$ cat config.mk
export PLATFORM = sky130hd
export DESIGN_NAME = uart_rx_fsm
export DESIGN_NICKNAME = d
export VERILOG_FILES = /design/src/rtl/uart_rx_pkg.sv /design/src/rtl/uart_rx_edge_bit_cnt.sv /design/src/rtl/uart_rx_fsm.sv
export SDC_FILE = /design/constraint.sdc
export NUM_CORES = 1
export LEC_CHECK = 0
export BUFFER_PORTS_ARGS = -buffer_cell sky130_fd_sc_hd__buf_2
export CAP_MARGIN = 25
export CORE_UTILIZATION = 55
export DETAILED_ROUTE_END_ITERATION = 8
export PLACE_DENSITY = 0.8
export SLEW_MARGIN = 20
export SYNTH_ARGS = -nofsm -noshare
export SYNTH_HDL_FRONTEND = slang
export SYNTH_SLANG_ARGS = --single-unit
export TNS_END_PERCENT = 100
$ cat constraint.sdc
create_clock -name CLK -period 4.9 [get_ports CLK]
set_clock_uncertainty 0.1 [all_clocks]
set_input_delay 0.49 -clock CLK [delete_from_list [all_inputs] [get_ports CLK]]
set_output_delay 0.49 -clock CLK [all_outputs]
set_load 0.03 [all_outputs]
$ cat src/rtl/uart_rx_pkg.sv
// Shared definitions for the UART receiver: frame state encoding,
// legal oversampling ratios and the sample-ready offset used by the
// sampler, the checkers and the frame sequencer.
package uart_rx_pkg;

    typedef enum logic [2:0] {
        ST_IDLE   = 3'd0,
        ST_START  = 3'd1,
        ST_DATA   = 3'd2,
        ST_PARITY = 3'd3,
        ST_STOP   = 3'd4
    } uart_rx_state_e;

    // Legal PRESCALE (oversampling ratio) values
    localparam int unsigned PRESCALE_X8  = 8;
    localparam int unsigned PRESCALE_X16 = 16;
    localparam int unsigned PRESCALE_X32 = 32;

    // The sampled bit is valid SMP_RDY_OFS edges after mid-bit
    localparam int unsigned SMP_RDY_OFS = 2;

endpackage

$ cat src/rtl/uart_rx_edge_bit_cnt.sv
// Oversampling edge counter and bit counter for the UART receiver.
// PRESCALE is captured while disabled so the ratio stays fixed for the
// whole frame; both counters are held at zero while disabled.
module uart_rx_edge_bit_cnt
    import uart_rx_pkg::*;
#(
    parameter int unsigned PRESCALE_WIDTH = 6
) (
    input  logic                      CLK,
    input  logic                      RST,
    input  logic                      CNT_EN,
    input  logic                      CNT_CLR,
    input  logic [PRESCALE_WIDTH-1:0] PRESCALE,
    output logic [PRESCALE_WIDTH-1:0] EDGE_CNT,
    output logic [3:0]                BIT_CNT,
    output logic                      EDGE_LAST,
    output logic                      EDGE_PRE_SMP
);

    logic [PRESCALE_WIDTH-1:0] prescale_q;
    logic [PRESCALE_WIDTH-1:0] last_edge;
    logic [PRESCALE_WIDTH-1:0] pre_smp_edge;

    assign last_edge    = prescale_q - PRESCALE_WIDTH'(1);
    // One edge before SMP_RDY, so registered strobes land on SMP_RDY
    assign pre_smp_edge = (prescale_q >> 1) + PRESCALE_WIDTH'(SMP_RDY_OFS - 1);
    assign EDGE_LAST    = (EDGE_CNT == last_edge);
    assign EDGE_PRE_SMP = (EDGE_CNT == pre_smp_edge);

    // Ratio capture while idle; edge count with wrap and bit advance while enabled
    always_ff @(posedge CLK or negedge RST) begin
        if (!RST) begin
            prescale_q <= '0;
            EDGE_CNT   <= '0;
            BIT_CNT    <= '0;
        end else if (!CNT_EN) begin
            prescale_q <= PRESCALE;
            EDGE_CNT   <= '0;
            BIT_CNT    <= '0;
        end else if (CNT_CLR) begin
            EDGE_CNT   <= '0;
            BIT_CNT    <= '0;
        end else if (EDGE_LAST) begin
            EDGE_CNT   <= '0;
            BIT_CNT    <= BIT_CNT + 4'd1;
        end else begin
            EDGE_CNT   <= EDGE_CNT + PRESCALE_WIDTH'(1);
        end
    end

endmodule

$ cat src/rtl/uart_rx_fsm.sv
// UART receiver frame sequencer: detects the start edge, walks the frame
// through start/data/parity/stop bits, issues one-cycle sampling and
// check strobes, and flags error-free frames with a DATA_VALID pulse.
module uart_rx_fsm
    import uart_rx_pkg::*;
#(
    parameter int unsigned DATA_WIDTH     = 8,
    parameter int unsigned PRESCALE_WIDTH = 6
) (
    input  logic                      CLK,
    input  logic                      RST,
    input  logic                      RX_IN,
    input  logic                      PAR_EN,
    input  logic [PRESCALE_WIDTH-1:0] PRESCALE,
    input  logic                      STRT_GLITCH,
    input  logic                      PAR_ERR,
    input  logic                      STP_ERR,
    output logic                      DAT_SAMP_EN,
    output logic                      STRT_CHK_EN,
    output logic                      PAR_CHK_EN,
    output logic                      STP_CHK_EN,
    output logic                      DESER_EN,
    output logic [PRESCALE_WIDTH-1:0] EDGE_CNT,
    output logic [3:0]                BIT_CNT,
    output logic                      DATA_VALID
);

    uart_rx_state_e state_q;
    uart_rx_state_e state_nxt;
    logic           cnt_en;
    logic           cnt_clr;
    logic           edge_last;
    logic           edge_pre_smp;

    // Counters run outside IDLE; they restart at every frame boundary,
    // including the stop->start hand-over of back-to-back frames.
    assign cnt_en  = (state_q != ST_IDLE);
    assign cnt_clr = edge_last && ((state_nxt == ST_IDLE) || (state_q == ST_STOP));

    uart_rx_edge_bit_cnt #(
        .PRESCALE_WIDTH (PRESCALE_WIDTH)
    ) u_cnt (
        .CLK          (CLK),
        .RST          (RST),
        .CNT_EN       (cnt_en),
        .CNT_CLR      (cnt_clr),
        .PRESCALE     (PRESCALE),
        .EDGE_CNT     (EDGE_CNT),
        .BIT_CNT      (BIT_CNT),
        .EDGE_LAST    (edge_last),
        .EDGE_PRE_SMP (edge_pre_smp)
    );

    // Next-state decode; checker flags and PAR_EN are only looked at on the last edge of a bit
    always_comb begin
        state_nxt = state_q;
        case (state_q)
            ST_IDLE:   if (!RX_IN)     state_nxt = ST_START;
            ST_START:  if (edge_last)  state_nxt = STRT_GLITCH ? ST_IDLE : ST_DATA;
            ST_DATA:   if (edge_last && (BIT_CNT == 4'(DATA_WIDTH)))
                                       state_nxt = PAR_EN ? ST_PARITY : ST_STOP;
            ST_PARITY: if (edge_last)  state_nxt = PAR_ERR ? ST_IDLE : ST_STOP;
            ST_STOP:   if (edge_last)  state_nxt = RX_IN ? ST_IDLE : ST_START;
            default:                   state_nxt = ST_IDLE;
        endcase
    end

    // State register and registered strobes (decoded one edge ahead of SMP_RDY)
    always_ff @(posedge CLK or negedge RST) begin
        if (!RST) begin
            state_q     <= ST_IDLE;
            DAT_SAMP_EN <= 1'b0;
            STRT_CHK_EN <= 1'b0;
            DESER_EN    <= 1'b0;
            PAR_CHK_EN  <= 1'b0;
            STP_CHK_EN  <= 1'b0;
            DATA_VALID  <= 1'b0;
        end else begin
            state_q     <= state_nxt;
            DAT_SAMP_EN <= (state_nxt != ST_IDLE);
            STRT_CHK_EN <= (state_q == ST_START)  && edge_pre_smp;
            DESER_EN    <= (state_q == ST_DATA)   && edge_pre_smp;
            PAR_CHK_EN  <= (state_q == ST_PARITY) && edge_pre_smp;
            STP_CHK_EN  <= (state_q == ST_STOP)   && edge_pre_smp;
            DATA_VALID  <= (state_q == ST_STOP)   && edge_last && !STP_ERR;
        end
    end

endmodule
==> results.md, run 1 <==
- Status: complete, no violations
- Final setup fails: 0
- Synth warnings: 0
- Die Wd: 53.0 um
- Largest stage delay, worst path: 0.52 ns
- Root Driver: clkbuf_4
- Top post-synthesis cells by count: 25 x dfrtp_1, 16 x nor2_1, 11 x xnor2_1
- Die area: 2810 sq um
- Synth cell types: 38
- CTS tree: built
- Num rows: 18
- Reg-to-Reg End: u_cnt.BIT_CNT[2]
- Setup_tns: 0 ns
- Worst vdd ir: 0.552 mV
- RD Place Congestion: 0.865
- Worst-Margin Slew: 0.688 ns
- Reg clk slew, reported paths: 0.13 ns
- Mapped Cells: 145
- Worst Setup Start Kind: register
- Sequential share of the synthesized area: 43.7%
- I/O Buffers: 28
- Avg Cell Area, Syn: 9.88 sq um
- RSZ-0062 raised after global routing: no
- DRT Wirelength: 2790 um
- Initial antenna violation count: 0
- Worst EP arrival: 3.22 ns
- Fin crit period: 3.05 ns
- Placed Instance Area: 1580 sq um
- DIE HEIGHT: 53.0 um
- DRC Markers: 0
- Total gr overflow: 0
- Ys async rst share: 100%
- Top_reg_cell synth: dfrtp_1
- PwrDens: 617 nW/um^2
- Max-slew headroom: 53.7%
- Setup Buffers After CTS: 0
- Critical Path RT: 5.07 ns
- Syn_nets: 164
- Final Net Count: 191
- Largest delay share family, worst path: simple AND/OR/NAND/NOR gates
- Hold Buf Count CTS: 0
- Setup WS pre-CTS: 1.90 ns
- Max-cap viol count: 0
- Routed Antenna Nets: 0
- Largest area contributor in the netlist: dfrtp_1
- Hold Crit Class: input pin to asynchronous set/reset pin
- FILL cells: 235
- Num ports: 29
- Post-synth EDFFs: 0
- Dpl hpwl: 2100 um
- Reg2Reg Launch Point: u_cnt.prescale_q[1]
- H-tree levels: 1
- Via count: 1118
- Initial Util: 57.8%
- Endpoint type of the worst setup path: register
- CTS max path bufs: 2
- Tcrit/Tclk final: 62.3%
- Leak: 0.755 nW
- P&R area growth vs syn: 12.1%
- Core box area: 2480 sq um
- Cell count of the worst reg-to-reg path: 9
- Max Clk Rate: 328 MHz
- PnR worst setup slack: 1.85 ns
- Number of vias per cell: 5.56
- Register area: 626 sq um
- Register bit total from synthesis: 25
- Yosys top cell area share: 43.7%
- Final Max Slew Viols: 0
- Clock Sinks: 25
- Syn Std Cell Area: 1430 sq um
- Cells along the critical path: inv_1 -> ha_1 -> xor3_1 -> nor3_2 -> nand4_1 -> or4_1 -> o221a_2 -> nor4b_1 -> a211o_1
- Detailed-route wire length per cell: 13.9 um
- First-pass GRT wire length: 4460 um
- 1st-iter DRT viols: 19
- ANT cells: 0
- Largest net degree at the start of global routing: 26
- Hold Vio Cnt, Final: 0
- Fraction of layout cells with a size suffix above 1: 23.4%
- Worst hold slack: 0.0410 ns
- Synth area leaders: dfrtp_1 44%, xnor2_1 6.7%, ha_1 5.2%, xor2_1 4.9%, nor2_1 4.2%
- Crit-path max FO: 11
- Initial DRT Pass Iterations: 4
- CP Buf/Inv Count: 1
- Num CTS Buffers: 3
- PostCTS Resize Cnt: 0
- Most frequent cell after synthesis: dfrtp_1
- Multi-input gate area: 736 sq um
- Reg2Reg Setup Slack: 1.85 ns
- Setup CP Type: register to register
- GRT Total Usage: 22.0%
- Clk Latency, worst-skew pair: 0.31 ns
- Design area: 1610 sq um
- Slowest CP cell: or4_1
- Vias in the first global route: 1009
-- metrics by stage --
stage	total power, mW	std cells	utilization, %
after CTS	0.995	201	64.8
after global placement	0.874	197	63.8
after detailed placement	0.903	197	63.8
after floorplan	0.789	145	-
after global routing	1.06	201	64.8
final	0.992	201	64.8
-- cells by family (layout without fill, tap and decap cells) --
group / Yosys count / count (layout) / share of synthesized area [%]
simple gates: 55 / 55 / 20.4
fa+ha+maj: 6 / 6 / 5.24
compound gates: 18 / 18 / 8.56
mux: 5 / 5 / 3.84
xor+xnor: 20 / 20 / 13.3
flops: 25 / 25 / 43.7
buf+inv: 16 / 42 / 4.98
-- how the worst max path moves through the flow --
stage                              from          endpoint  cells after the start  slack, ns
detailed placement  u_cnt.prescale_q[1]  u_cnt.BIT_CNT[2]                      9       1.90
global placement    u_cnt.prescale_q[1]  u_cnt.BIT_CNT[2]                      9       2.00
global route        u_cnt.prescale_q[1]  u_cnt.BIT_CNT[2]                      9       1.62
CTS                 u_cnt.prescale_q[1]  u_cnt.BIT_CNT[2]                      9       1.84
finish              u_cnt.prescale_q[1]  u_cnt.BIT_CNT[2]                      9       1.85
floorplan           u_cnt.prescale_q[1]  u_cnt.BIT_CNT[2]                      9       2.39
-- state kept, by name, summed over array words and instances (netlist names) --
signal            flops
u_cnt.BIT_CNT         4
DESER_EN              1
state_q               3
DATA_VALID            1
DAT_SAMP_EN           1
STP_CHK_EN            1
PAR_CHK_EN            1
u_cnt.prescale_q      6
STRT_CHK_EN           1
u_cnt.EDGE_CNT        6
-- metal layers --
metal | GRT usage (%) | part of all wire, % | up-vias | wire length (um)
met5 | 0 | 0 | - | 0
met3 | 2.59 | 3.5 | 2 | 98
met4 | 7.89 | 0.43 | 0 | 12
met2 | 36.1 | 48 | 21 | 1340
li1 | - | - | 551 | -
met1 | 29.6 | 48 | 544 | 1340
-- power by group --
group | switching [mW] | leakage [nW] | internal [mW]
Combinational | 0.283 | 0.424 | 0.233
Sequential | 0.111 | 0.316 | 0.273
Clock | 0.0608 | 0.0150 | 0.0318
Total | 0.454 | 0.755 | 0.538
-- cell type report --
type | count | share of cell area [%]
Clock buffer | 4 | 1.64
Inverter | 9 | 2.10
Multi-Input combinational cell | 104 | 45.8
Sequential cell | 25 | 38.9
Tap cell | 30 | 2.34
Timing Repair Buffer | 29 | 9.19
-- worst reg2reg max path, stage by stage, from the launching register on --
cell,delay (ns)
dfrtp_1,0.45
inv_1,0.11
ha_1,0.16
xor3_1,0.42
nor3_2,0.15
nand4_1,0.36
or4_1,0.52
o221a_2,0.29
nor4b_1,0.30
a211o_1,0.14
-- placed cells by master, fill, tap and decap left out, types with 6 or more instances in the layout --
cell type / count
nand3_1: 7
nor3_1: 7
o21ai_0: 6
nand2_1: 6
nor2_1: 16
xor2_1: 8
dfrtp_1: 25
ha_1: 6
inv_1: 9
xnor2_1: 11
buf_2: 28
Note: power is estimated with default switching activity, not from simulation.
==> inputs of run 2 (changes only) <==
Settings changed: CORE_UTILIZATION 55 to 48, PLACE_DENSITY 0.8 to 0.74.
Clock period 4.9 ns to 2.8 ns, I/O delays scaled along.
==> run 2 against run 1 <==
Net effect: count of clock-buffer cells in the layout decreased by 1; wire length increased by 5.2%; global-route usage decreased by 2.9 points; clock power increased by 85%; flip-flop and latch count unchanged; sequential share of layout area decreased by 1.8 points; non-clock buffer count increased by 6; fmax increased by 15%; setup slack got worse by 1.7 ns; sequential power increased by 75%; total power increased by 81%; largest cell class unchanged.
==> results.md, run 2 (synthesis results as in run 1) <==
- Total gr overflow: 0 (unchanged)
- Final Max Slew Viols: 0 (unchanged)
- Die area: 3210 sq um (+14%)
- First-pass GRT wire length: 4790 um (+7.4%)
- Routing usage on met2: 31.9% (-4.1 points)
- Largest net degree at the start of global routing: 26 (unchanged)
- H-tree levels: 1 (unchanged)
- Hold endpoint: u_cnt.prescale_q[1]
- Clock Sinks: 25 (unchanged)
- Leak: 0.782 nW (+3.6%)
- Reg clk slew, reported paths: 0.15 ns (+0.02 ns)
- Reg-to-Reg End: u_cnt.BIT_CNT[2]
- DRC Markers: 0 (unchanged)
- CTS tree: built
- Met3 usage: 2.76% (+0.18 points)
- Setup_tns: 0 ns (unchanged)
- Dpl hpwl: 2070 um (-1.4%)
- Most frequent cells in the layout: 28 x buf_2, 25 x dfrtp_1, 16 x nor2_1
- Crit-path max FO: 4 (-7)
- RSZ-0062 raised after global routing: no
- Worst vdd ir: 0.776 mV (+40%)
- DRT Wirelength: 2930 um (+5.2%)
- Root Driver: clkbuf_4
- P&R area growth vs syn: 17.6%
- DIE HEIGHT: 56.6 um (+6.8%)
- Flop pwr share: 37.4% (-1.3 points)
- Hold Vio Cnt, Final: 0 (unchanged)
- Fraction of layout cells with a size suffix above 1: 27.7% (+4.3 points)
- 1st-iter DRT viols: 15 (-4)
- ANT cells: 0 (unchanged)
- Routed Antenna Nets: 0 (unchanged)
- Gate power share: 53.1% (+1.1 points)
- Worst hold start: PRESCALE[1]
- Detailed-route wire length per cell: 14.1 um (+1.6%)
- Num CTS Buffers: 3 (unchanged)
- Num ports: 29 (unchanged)
- Number of vias per cell: 5.58 (+0.35%)
- CTS max path bufs: 2 (unchanged)
- PwrDens: 1060 nW/um^2 (+72%)
- Switching Fraction: 45.6% (-0.18 points)
- Critical Path RT: 2.98 ns (-2.09 ns)
- Clock power share: 9.6% (+0.3 points)
- Cell count of the worst reg-to-reg path: 9 (unchanged)
- Internal power: 0.974 mW (+81%)
- Max-cap viol count: 0 (unchanged)
- Initial Util: 51.5% (-6.3 points)
- FILL cells: 238 (+1.3%)
- I/O Buffers: 28 (unchanged)
- Worst Setup Start Kind: register
- Max-slew headroom: 53.5% (-0.26 points)
- Via count: 1161 (+3.8%)
- Worst-Margin Slew: 0.692 ns (+0.00382 ns)
- Cells along the critical path: inv_1 -> ha_1 -> xor3_1 -> nor3_2 -> nand4_1 -> or4_1 -> o221a_2 -> nor4b_2 -> a211o_1
- Slowest CP cell: dfrtp_1
- Num rows: 19 (+1)
- Setup CP Type: register to register
- Worst hold path cell count: 3
- Sw Pwr: 0.817 mW (+80%)
- Core box area: 2780 sq um (+12%)
- Largest delay share family, worst path: simple AND/OR/NAND/NOR gates
- Commonest non-fill, non-tap cell in the layout: buf_2
- M1 GR Usage: 25.0% (-4.6 points)
- Fin crit period: 2.65 ns (-0.404 ns)
- GRT Total Usage: 19.1% (-2.9 points)
- Tcrit/Tclk final: 94.5% (+32 points)
- RD Place Congestion: 0.874 (+1.0%)
- Initial antenna violation count: 0 (unchanged)
- Hold Crit Class: input pin to register
- Final setup fails: 0 (unchanged)
- Reg2Reg Setup Slack: 0.15 ns (-1.70 ns)
- CP Buf/Inv Count: 1 (unchanged)
- Max Clk Rate: 378 MHz (+15%)
- Status: complete, no violations
- Largest stage delay, worst path: 0.45 ns (-0.07 ns)
- Reg2Reg Launch Point: u_cnt.prescale_q[0]
- Biggest regs: u_cnt.EDGE_CNT x6, u_cnt.prescale_q x6, u_cnt.BIT_CNT x4
- Gr busiest metal: met2
- Endpoint type of the worst setup path: register
- Die Wd: 56.6 um (+6.8%)
- Final Net Count: 197 (+3.1%)
- Worst EP arrival: 2.83 ns (-0.39 ns)
- Initial DRT Pass Iterations: 3 (-1)
- Total power: 1.79 mW (+81%)
- Vias in the first global route: 1082 (+7.2%)
- Clk Latency, worst-skew pair: 0.33 ns (+0.02 ns)
run 2: changes by cell type in the layout (fill, tap and decap cells not counted), moves of 2 or more:
| cell | change |
|---|---|
| buf_4 | +4 |
| dlygate4sd3_1 | +2 |
| nor4b_1 | -3 |
| nor4b_2 | +3 |
run 2: final cells by class:
class                      count  area [sq um]  share of cell area [%]
multi-input combinational    104           758                    45.0
sequential                    25           626                    37.1
timing repair buffer          35           198                    11.7
tap                           31          38.8                    2.30
inverter                       9          33.8                    2.01
clock buffer                   3          22.5                    1.34
clock inverter                 1          7.51                   0.446
run 2: power by group through the flow:
stage                     combinational [mW]  clock, mW  sequential (mW)
after CTS                              0.921      0.176            0.666
after global routing                    1.05      0.188            0.690
after global placement                 0.887          0            0.662
final                                  0.950      0.171            0.669
after detailed placement               0.912          0            0.675
after floorplan                        0.655          0            0.726
run 2: metal layers:
metal	routed length, um	part of all wire, %
met1	1370	47
met2	1470	50
met3	81	2.8
met4	19	0.65
met5	0	0
run 2: what timing repair did:
item,in CTS,in global routing
setup buffers,0,2
hold buffers,2,0
endpoints found under the hold margin,26,0
setup endpoints to repair,0,3
resized for setup,0,4
run 2: worst min-delay path, delay by kind of cell:
family	cells	cell delay, ns
AND/OR/NAND/NOR	1	0.04
buffers and inverters	1	0.07
AO/OA/AOI/OAI	1	0.06
run 2: worst max path at each step:
stage,cells past startpoint,end,start
floorplan,9,u_cnt.BIT_CNT[2],u_cnt.prescale_q[1]
global placement,9,u_cnt.BIT_CNT[2],u_cnt.prescale_q[0]
detailed placement,9,u_cnt.BIT_CNT[2],u_cnt.prescale_q[0]
CTS,9,u_cnt.BIT_CNT[2],u_cnt.prescale_q[0]
global route,9,u_cnt.BIT_CNT[2],u_cnt.prescale_q[1]
finish,9,u_cnt.BIT_CNT[2],u_cnt.prescale_q[0]
run 2: metrics by stage:
step / hold slack, ns / area [sq um] / util [%] / cells / setup WS, ns
after floorplan: -0.116 / 1430 / - / 145 / 0.289
after global placement: 0.201 / 1600 / 57.4 / 200 / 0.253
after detailed placement: 0.211 / 1600 / 57.4 / 200 / 0.167
after CTS: 0.0372 / 1650 / 59.2 / 206 / 0.143
after global routing: 0.0673 / 1680 / 60.5 / 208 / 0.000934
final: 0.0430 / 1680 / 60.5 / 208 / 0.153
==> inputs of run 3 (changes only) <==
Settings changed: GPL_TIMING_DRIVEN set to 0, SKIP_LAST_GASP set to 1, TNS_END_PERCENT 100 to 30.
==> run 3 against run 2 <==
Net effect: sequential power decreased by 7.9%; die area unchanged; count of clock-buffer cells in the layout unchanged; combinational power increased by 11%; sequential share of layout area decreased by 1.0 points; largest cell class unchanged.
==> results.md, run 3 (synthesis results as in run 1) <==
- Initial DRT Pass Iterations: 4 (+1)
- Die Wd: 56.6 um (unchanged)
- H-tree levels: 1 (unchanged)
- Internal power: 1.00 mW (+3.0%)
- Leak: 0.793 nW (+1.4%)
- GRT Total Usage: 20.0% (+0.87 points)
- PwrDens: 1060 nW/um^2 (-0.41%)
- Met2 routed WL: 1410 um (-4.0%)
- CP Buf/Inv Count: 0 (-1)
- Design area: 1730 sq um (+3.0%)
- DRT Wirelength: 2930 um (+0.10%)
- Switching Fraction: 45.4% (-0.23 points)
- Gate power share: 57.1% (+4.0 points)
- Largest stage delay, worst path: 0.55 ns (+0.10 ns)
- Sw Pwr: 0.833 mW (+2.0%)
- Clk Latency, worst-skew pair: 0.32 ns (about the same)
- Tcrit/Tclk final: 93.6% (-0.96 points)
- Status: complete, no violations
- Wire length on met3: 89 um (+9.9%)
- Worst EP arrival: 2.80 ns (-0.03 ns)
- Endpoint type of the worst setup path: register
- Worst hold path cell count: 3 (unchanged)
- Final Max Slew Viols: 0 (unchanged)
- I/O Buffers: 28 (unchanged)
- Hold endpoint: u_cnt.prescale_q[1]
- Setup CP Type: register to register
- Core box area: 2780 sq um (unchanged)
- Max Clk Rate: 382 MHz (+1.0%)
- Flop pwr share: 33.5% (-3.9 points)
- Largest delay share family, worst path: simple AND/OR/NAND/NOR gates
- Crit-path max FO: 8 (+4)
- Reg clk slew, reported paths: 0.15 ns (about the same)
- Fin crit period: 2.62 ns (-0.0268 ns)
- Reg2Reg Setup Slack: 0.18 ns (+0.03 ns)
- Clock Sinks: 25 (unchanged)
- Largest net degree at the start of global routing: 26 (unchanged)
- Slowest CP cell: dfrtp_1
- CP Depth: 7 (-2)
- Root Driver: clkbuf_4
- Total power: 1.84 mW (+2.5%)
- RSZ-0062 raised after global routing: no
- Reg-to-Reg End: u_cnt.BIT_CNT[2]
- Top Metal Used: met4
- Placed Instance Area: 1610 sq um (+0.94%)
- Worst-Margin Slew: 0.678 ns (-0.0136 ns)
- WL met1: 1370 um (+0.59%)
- CTS tree: built
- Dpl hpwl: 2100 um (+1.3%)
- Most frequent cells in the layout: 30 x buf_2, 24 x dfrtp_1, 16 x nor2_1
- DIE HEIGHT: 56.6 um (unchanged)
- Max-cap viol count: 0 (unchanged)
- Routed Antenna Nets: 0 (unchanged)
- Total gr overflow: 0 (unchanged)
- Initial antenna violation count: 0 (unchanged)
- Clock power share: 9.4% (-0.2 points)
- Worst hold start: PRESCALE[1]
- Final setup fails: 0 (unchanged)
- Num CTS Buffers: 3 (unchanged)
- Final Net Count: 201 (+2.0%)
- Cells along the critical path: xor3_1 -> nor3_2 -> nand4_1 -> or4_4 -> o221a_4 -> nor4b_2 -> a211o_1
- Die area: 3210 sq um (unchanged)
- Num ports: 29 (unchanged)
- Worst vdd ir: 0.861 mV (+11%)
- Biggest regs: u_cnt.EDGE_CNT x6, u_cnt.prescale_q x6, u_cnt.BIT_CNT x4
- Initial Util: 51.5% (unchanged)
- Worst Setup Start Kind: register
- Fraction of layout cells with a size suffix above 1: 30.9% (+3.3 points)
- CTS max path bufs: 2 (unchanged)
- Commonest non-fill, non-tap cell in the layout: buf_2
- Max-slew headroom: 54.4% (+0.92 points)
- Cell count of the worst reg-to-reg path: 7 (-2)
- P&R area growth vs syn: 21.0%
- Setup_tns: 0 ns (unchanged)
- ANT cells: 0 (unchanged)
- First-pass GRT wire length: 4990 um (+4.2%)
- Critical Path RT: 2.98 ns (about the same)
- Via count: 1172 (+0.95%)
- Hold Crit Class: input pin to register
- Reg2Reg Launch Point: u_cnt.EDGE_CNT[2]
- Vias in the first global route: 1146 (+5.9%)
- 1st-iter DRT viols: 15 (unchanged)
- DRC Markers: 0 (unchanged)
- Detailed-route wire length per cell: 13.8 um (-1.8%)
- Number of vias per cell: 5.53 (-0.96%)
- Num rows: 19 (unchanged)
- RD Place Congestion: 0.849 (-2.8%)
- Hold Vio Cnt, Final: 0 (unchanged)
[run 3: cell count changes in the layout (fill, tap and decap cells not counted), sizes merged]
cell	previous run	this run
clkbuf	3	7
[run 3: cell type report]
type                       count  area, sq um
inverter                       9         33.8
buffer                         7         37.5
multi-input combinational    104          792
sequential                    25          627
fill                         223         1050
clock inverter                 1         7.51
clock buffer                   3         22.5
timing repair buffer          32          175
tap                           31         38.8
[run 3: how the worst max path moves through the flow]
stage	endpoint	slack (ns)	startpoint
2_1_floorplan	u_cnt.BIT_CNT[2]	0.29	u_cnt.prescale_q[1]
3_3_place_gp	u_cnt.BIT_CNT[2]	0.14	u_cnt.prescale_q[1]
3_5_place_dp	u_cnt.BIT_CNT[2]	0.08	u_cnt.prescale_q[1]
4_1_cts	u_cnt.BIT_CNT[2]	0.05	u_cnt.prescale_q[1]
5_1_grt	u_cnt.BIT_CNT[2]	0.06	u_cnt.EDGE_CNT[2]
6_report	u_cnt.BIT_CNT[2]	0.18	u_cnt.EDGE_CNT[2]
[run 3: stage by stage]
stage / hold WS (ns) / utilization [%] / instances / setup slack [ns]
floorplan: -0.116 / - / 145 / 0.289
finish: 0.0530 / 62.3 / 212 / 0.180
CTS: 0.0472 / 59.7 / 210 / 0.0469
global placement: 0.193 / 57.9 / 204 / 0.138
detailed placement: 0.206 / 57.9 / 204 / 0.0787
global route: 0.0629 / 62.3 / 212 / 0.0622
[run 3: worst min-delay path, delay by kind of cell]
kind / cells / cell delay (ns)
buf+inv: 1 / 0.08
compound gates: 1 / 0.06
simple gates: 1 / 0.04
[run 3: power groups by stage]
stage / clock, mW / combinational (mW) / sequential [mW]
3_3_place_gp: 0 / 0.947 / 0.617
3_5_place_dp: 0 / 0.979 / 0.625
5_1_grt: 0.187 / 1.16 / 0.633
6_report: 0.173 / 1.05 / 0.616
2_1_floorplan: 0 / 0.655 / 0.726
4_1_cts: 0.177 / 0.987 / 0.617
[run 3: routing by layer]
metal | GRT usage [%] | vias to the layer above
met2 | 33.1 | 22
met4 | 8.71 | 0
met3 | 2.53 | 8
li1 | - | 573
met1 | 26.2 | 569
met5 | 0 | -
[run 3: timing repair]
item / CTS / global route
setup buffers: 0 / 2
hold buffers: 2 / 0
hold endpoints to repair: 26 / 0
gates resized for setup: 0 / 11
endpoints found under the setup margin: 0 / 3
